<file path="config.mk">
export PLATFORM = sky130hd
export DESIGN_NAME = console_com_ctrl
export DESIGN_NICKNAME = d
export VERILOG_FILES = /design/src/rtl/console_com_ctrl.sv
export SDC_FILE = /design/constraint.sdc
export NUM_CORES = 1
export LEC_CHECK = 0
export BUFFER_PORTS_ARGS = -buffer_cell sky130_fd_sc_hd__buf_2
export CAP_MARGIN = 20
export CORE_ASPECT_RATIO = 0.6
export CORE_UTILIZATION = 49
export DETAILED_ROUTE_END_ITERATION = 8
export PLACE_DENSITY = 0.79
export SETUP_SLACK_MARGIN = 0.3
export SLEW_MARGIN = 20
export SYNTH_ARGS = -nofsm -noshare
export SYNTH_HDL_FRONTEND = slang
export SYNTH_SLANG_ARGS = --single-unit
export TNS_END_PERCENT = 30
</file>
<file path="constraint.sdc">
create_clock -name clk -period 1.95 [get_ports clk]
set_input_delay 0.195 -clock clk [delete_from_list [all_inputs] [get_ports clk]]
set_output_delay 0.195 -clock clk [all_outputs]
set_load 0.02 [all_outputs]
</file>
<file path="src/rtl/console_com_ctrl.sv">
// -----------------------------------------------------------------------------
// console_com_ctrl
// Handshake controller between the com packet layer and the console/data side.
// It arbitrates received command packets against outgoing send requests. On
// the read path it decodes the packet type into the console operating state
// and an RX channel select. Both paths have cycle timeouts, and the send path
// retries a bounded number of times before reporting a failure.
//
// Optional build macro CONSOLE_COM_ERRCNT_EN adds a saturating 8-bit error
// counter (err_cnt) with a synchronous clear input (err_clr).
//
// Ports:
//   clk, rst       clock, asynchronous active-high reset
//   fs_send        upstream send request (level)
//   fd_send        send done (level, held until fs_send falls)
//   fs_read        request to downstream reader (high in READ_WAIT)
//   fd_read        downstream read done
//   fs_com_send    start transmit to com layer (high in SEND_WAIT)
//   fd_com_send    com layer transmit done
//   fs_com_read    com layer has a received packet (level)
//   fd_com_read    received packet consumed (level)
//   com_btype      packet type, valid while fs_com_read is high
//   com_state      operating state: 00 IDLE, 01 CONF, 10 READ
//   rx_sel         RX channel select
//   read_tout      one-cycle pulse on a read timeout
//   send_fail      one-cycle pulse when send retries are exhausted
//   err_clr        (CONSOLE_COM_ERRCNT_EN) synchronous clear of err_cnt
//   err_cnt        (CONSOLE_COM_ERRCNT_EN) saturating error count
// -----------------------------------------------------------------------------
module console_com_ctrl #(
    parameter int unsigned BTYPE_W      = 4,
    parameter int unsigned CNT_W        = 8,
    parameter int unsigned READ_TIMEOUT = 8'h80,
    parameter int unsigned SEND_TIMEOUT = 8'hF0,
    parameter int unsigned MAX_RETRY    = 2,
    parameter bit          PRIO_READ    = 1'b1
) (
    input  logic               clk,
    input  logic               rst,
    input  logic               fs_send,
    output logic               fd_send,
    output logic               fs_read,
    input  logic               fd_read,
    output logic               fs_com_send,
    input  logic               fd_com_send,
    input  logic               fs_com_read,
    output logic               fd_com_read,
    input  logic [BTYPE_W-1:0] com_btype,
    output logic [1:0]         com_state,
    output logic               rx_sel,
    output logic               read_tout,
    output logic               send_fail
`ifdef CONSOLE_COM_ERRCNT_EN
    ,
    input  logic               err_clr,
    output logic [7:0]         err_cnt
`endif
);

    localparam int unsigned EXT_W = CNT_W + 1;

    // One-hot bit positions; handshake outputs tap these state flops directly
    localparam int unsigned B_MAIN_IDLE  = 0;
    localparam int unsigned B_MAIN_WAIT  = 1;
    localparam int unsigned B_READ_IDLE  = 2;
    localparam int unsigned B_READ_WORK  = 3;
    localparam int unsigned B_READ_WAIT  = 4;
    localparam int unsigned B_READ_DONE  = 5;
    localparam int unsigned B_SEND_IDLE  = 6;
    localparam int unsigned B_SEND_WAIT  = 7;
    localparam int unsigned B_SEND_RETRY = 8;
    localparam int unsigned B_SEND_WORK  = 9;
    localparam int unsigned B_SEND_DONE  = 10;

    typedef enum logic [10:0] {
        MAIN_IDLE  = 11'(1) << B_MAIN_IDLE,
        MAIN_WAIT  = 11'(1) << B_MAIN_WAIT,
        READ_IDLE  = 11'(1) << B_READ_IDLE,
        READ_WORK  = 11'(1) << B_READ_WORK,
        READ_WAIT  = 11'(1) << B_READ_WAIT,
        READ_DONE  = 11'(1) << B_READ_DONE,
        SEND_IDLE  = 11'(1) << B_SEND_IDLE,
        SEND_WAIT  = 11'(1) << B_SEND_WAIT,
        SEND_RETRY = 11'(1) << B_SEND_RETRY,
        SEND_WORK  = 11'(1) << B_SEND_WORK,
        SEND_DONE  = 11'(1) << B_SEND_DONE
    } state_t;

    state_t           state;
    logic [CNT_W-1:0] cnt;
    logic [2:0]       retry;

    // Counter compare done one bit wider so cnt + 1 never wraps
    logic [EXT_W-1:0] cnt_inc;
    logic             read_hit;
    logic             send_hit;

    assign cnt_inc  = EXT_W'(cnt) + EXT_W'(1);
    assign read_hit = (cnt_inc >= EXT_W'(READ_TIMEOUT));
    assign send_hit = (SEND_TIMEOUT != 0) && (cnt_inc >= EXT_W'(SEND_TIMEOUT));

    assign fs_read     = state[B_READ_WAIT];
    assign fd_com_read = state[B_READ_DONE];
    assign fs_com_send = state[B_SEND_WAIT];
    assign fd_send     = state[B_SEND_DONE];

    // Main controller: state, wait counter, retry count, decoded console state
    always_ff @(posedge clk or posedge rst) begin
        if (rst) begin
            state     <= MAIN_IDLE;
            cnt       <= '0;
            retry     <= '0;
            com_state <= 2'b00;
            rx_sel    <= 1'b0;
            read_tout <= 1'b0;
            send_fail <= 1'b0;
        end else begin
            read_tout <= 1'b0;
            send_fail <= 1'b0;
            cnt       <= '0;
            case (state)
                MAIN_IDLE: state <= MAIN_WAIT;
                MAIN_WAIT: begin
                    // A losing request keeps its level and is taken on a later pass
                    if (fs_com_read && fs_send) begin
                        state <= PRIO_READ ? READ_IDLE : SEND_IDLE;
                    end else if (fs_com_read) begin
                        state <= READ_IDLE;
                    end else if (fs_send) begin
                        state <= SEND_IDLE;
                    end
                end
                READ_IDLE: state <= READ_WORK;
                READ_WORK: begin
                    case (com_btype)
                        BTYPE_W'(0): com_state <= 2'b00;
                        BTYPE_W'(1): com_state <= 2'b01;
                        BTYPE_W'(2): com_state <= 2'b10;
                        BTYPE_W'(3): com_state <= 2'b00;
                        BTYPE_W'(4): rx_sel    <= 1'b0;
                        BTYPE_W'(5): rx_sel    <= 1'b1;
                        default: ;
                    endcase
                    state <= READ_WAIT;
                end
                READ_WAIT: begin
                    cnt <= cnt + CNT_W'(1);
                    if (fd_read) begin
                        state <= READ_DONE;
                    end else if (read_hit) begin
                        state     <= READ_DONE;
                        read_tout <= 1'b1;
                    end
                end
                READ_DONE: begin
                    if (!fs_com_read) state <= MAIN_WAIT;
                end
                SEND_IDLE: begin
                    retry <= '0;
                    state <= SEND_WAIT;
                end
                SEND_WAIT: begin
                    cnt <= cnt + CNT_W'(1);
                    if (fd_com_send) begin
                        state <= SEND_WORK;
                    end else if (send_hit) begin
                        if (retry < 3'(MAX_RETRY)) begin
                            state <= SEND_RETRY;
                        end else begin
                            // Finish with fd_send anyway so upstream never stalls
                            state     <= SEND_DONE;
                            send_fail <= 1'b1;
                        end
                    end
                end
                SEND_RETRY: begin
                    retry <= retry + 3'(1);
                    state <= SEND_WAIT;
                end
                SEND_WORK: state <= SEND_DONE;
                SEND_DONE: begin
                    if (!fs_send) state <= MAIN_WAIT;
                end
                default: state <= MAIN_IDLE;
            endcase
        end
    end

`ifdef CONSOLE_COM_ERRCNT_EN
    // Saturating error counter; clear has priority over a pending increment
    always_ff @(posedge clk or posedge rst) begin
        if (rst) begin
            err_cnt <= 8'h00;
        end else if (err_clr) begin
            err_cnt <= 8'h00;
        end else if ((read_tout || send_fail) && (err_cnt != 8'hFF)) begin
            err_cnt <= err_cnt + 8'h01;
        end
    end
`endif

endmodule

</file>
==> flow_summary.json <==
{
  "status": "finished clean",
  "async_flop_share_pct": 100,
  "syn_to_final_growth_pct": 24.6,
  "post_dp_cell_area_um2": 1620,
  "p_switching_mw": 0.484,
  "clk_latency_ps": 280,
  "syn-num-nets": 156,
  "cts_root_buffer": "clkbuf_8",
  "gp_congestion": 0.925,
  "final_nets": 194,
  "yosysUniqueCellTypes": 44,
  "seq_power_share_pct": 44.7,
  "p_leak_nw": 0.801,
  "fin_area_um2": 1790,
  "clockBufferDepth": 2,
  "p_int_mw": 1.01,
  "maxCapViolCount": 0,
  "worst_pin_slew_ps": 341,
  "yosysSeqAreaShare_pct": 47.0,
  "wl_per_cell_um": 15.7,
  "synth_enable_flop_cells": 0,
  "yosysTopAreaCell": "dfrtp_1",
  "initial_core_util_pct": 54.4,
  "clock_sinks": 27,
  "grt_pass1_vias": 1181,
  "hold_depth": 2,
  "clock_skew_ps": 11.5,
  "fin_crit_sh_pct": 93.2,
  "synth.avg_cell_area_um2": 10.0,
  "routed_wl_um": 3460,
  "vdd_drop_max_v": 0.000399,
  "fill_cells": 184,
  "endpoint_kind": "flip-flop",
  "period_needed_ps": 1820,
  "rsz0062_at_grt": "yes",
  "grt_pass1_wl_um": 5620,
  "synth.top_cell.area_share_pct": 45.2,
  "slew_headroom_pct": 77.1,
  "rows": 14,
  "postRouteAntennaNets": 0,
  "htree_levels": 1,
  "synthFlopType": "dfrtp_1",
  "start_kind": "flip-flop",
  "syn_inst": 144,
  "yosysWarnings": 0,
  "die-area_um2": 3170,
  "antenna_found_initial": 0,
  "fp.dieW_um": 72.0,
  "finalHoldViolations": 0,
  "post-place-ws_ps": 89.8,
  "p_comb_share_pct": 33.8,
  "seqCellArea_um2": 683,
  "fmax_ghz": 0.550,
  "cp.required_ps": 2110,
  "fin_tns_setup_ps": 0,
  "grt_usage_pct": 23.8,
  "clk_pin_slew_worst_paths_ps": 100,
  "dr.pass1.iters": 4,
  "synth_area_leaders": "dfrtp_1 45%, nor2_1 5.5%, xnor2_1 4.9%",
  "drv_slew": 0,
  "critical_path_arrival_ps": 1980,
  "critical_path_class": "reg2reg",
  "overflow": 0,
  "critical_path.max_fanout": 4,
  "dpl.hpwl_um": 2390,
  "drt_iter0_markers": 110,
  "vias": 1240,
  "setup_viol": 0,
  "vias_per_cell": 5.61,
  "reg2reg_depth": 5,
  "p_sw_share_pct": 32.4,
  "diodes": 0,
  "drcViolationCount": 0,
  "design.core.area_um2": 2650,
  "layout_setup_ws_ps": 132,
  "syn_area_um2": 1440,
  "numCtsBuffers": 3,
  "hp-class": "in2reg",
  "synth-seq-cells": 27,
  "tritoncts": "yes",
  "port_buffers": 18,
  "drive_gt1_share_pct": 33.1,
  "clockPowerShare_pct": 21.4,
  "multi_input_area_um2": 754,
  "power-per-cell-area_nw_per_um2": 831,
  "hold_ws_ps": 121,
  "ios": 19,
  "grt_max_degree": 28,
  "die_y_um": 44.0
}
==> timing repair <==
| action | in CTS | in global routing |
|---|---|---|
| endpoints found under the hold margin | 26 | 0 |
| setup buffers | 7 | 3 |
| resized for setup | 6 | 6 |
| endpoints found under the setup margin | 18 | 24 |
| pin swaps | 5 | 4 |
| hold buffers | 1 | 0 |
==> power by group through the flow <==
stage | Sequential (mW) | Clock (mW) | Combinational [mW]
after global placement | 0.663 | 0 | 0.346
after floorplan | 0.673 | 0 | 0.243
after CTS | 0.664 | 0.324 | 0.432
after detailed placement | 0.665 | 0 | 0.362
final | 0.667 | 0.320 | 0.504
after global routing | 0.672 | 0.350 | 0.541
==> state kept, by name (all words and copies together), names as in the netlist <==
register,count
state,11
cnt,8
retry,3
com_state,2
read_tout,1
rx_sel,1
send_fail,1
==> worst paths after layout <==
path | start | to | slack, ps
max | cnt[2]$_DFF_PP0_ | state[5]$_DFFE_PP0P_ | 130
min | fd_com_send | state[8]$_DFFE_PP0P_ | 120
max reg2reg | cnt[2]$_DFF_PP0_ | state[5]$_DFFE_PP0P_ | 130
min reg2reg | com_state[0]$_DFFE_PP0P_ | com_state[0]$_DFFE_PP0P_ | 490
max in group asynchronous | rst | state[0]$_DFFE_PP1P_ | 1150
min in group asynchronous | rst | state[5]$_DFFE_PP0P_ | 500
==> per-layer routing <==
layer  GRT usage, %  vias to the layer above  share of wire [%]  wire length [um]
met2           39.4                       59                 45              1570
met1           31.2                      596                 46              1590
met3           7.67                        8                7.4               257
li1               -                      577                  -                 -
met4           4.71                        0                1.5                53
met5              0                        -                  0                 0
==> logic make-up (layout without fill, tap and decap cells) <==
| family | after synthesis | in the layout | share of synthesized area [%] |
|---|---|---|---|
| xor+xnor | 11 | 11 | 6.69 |
| flops | 27 | 27 | 47.0 |
| compound gates | 16 | 16 | 7.47 |
| mux | 4 | 4 | 3.13 |
| fa+ha+maj | 2 | 2 | 1.74 |
| buf+inv | 12 | 49 | 3.30 |
| simple gates | 72 | 72 | 30.7 |
==> metrics by stage <==
step	power [mW]	instances	utilization, %
after floorplan	0.916	144	-
after global placement	1.01	206	61.3
after detailed placement	1.03	206	61.3
after CTS	1.42	218	66.3
after global routing	1.56	221	67.8
final	1.49	221	67.8
==> worst max-delay path, stage by stage, from the launching register on <==
cell,delay [ps]
dfrtp_1,440
and4_1,290
and4_1,260
mux2_1,410
o21ai_1,190
a21boi_1,110
==> cells in the final DEF, fill, tap and decap left out, drive strengths merged, types with 2 or more instances in the layout <==
cell type / n
a21boi: 2
o21ai: 4
inv: 9
ha: 2
mux2: 4
o22ai: 3
nor4: 4
dfrtp: 26
and2: 2
or3: 3
clkbuf: 4
nand3b: 5
buf: 35
nand2: 8
nor3: 4
and4: 4
nand4: 2
nor2: 21
xor2: 3
nor2b: 3
nor3b: 3
xnor2: 8
nand3: 7
==> layout make-up <==
cell class	count	share of cell area, %
Clock buffer	4	2.51
Multi-Input combinational cell	105	42.1
Timing Repair Buffer	36	12.7
Tap cell	40	2.79
Inverter	9	1.88
Sequential cell	27	38.1
==> cells in the mapped netlist (all sizes together), types with 3 or more instances <==
master,number
nor4,4
inv,9
o22ai,3
mux2,4
xnor2,8
and4,4
nand2,8
nor2,21
or3,3
nor2b,3
nand3b,5
nor3,4
dfrtp,26
o21ai,4
nor3b,3
xor2,3
nand3,7
Power figures use the tool's default switching activity.
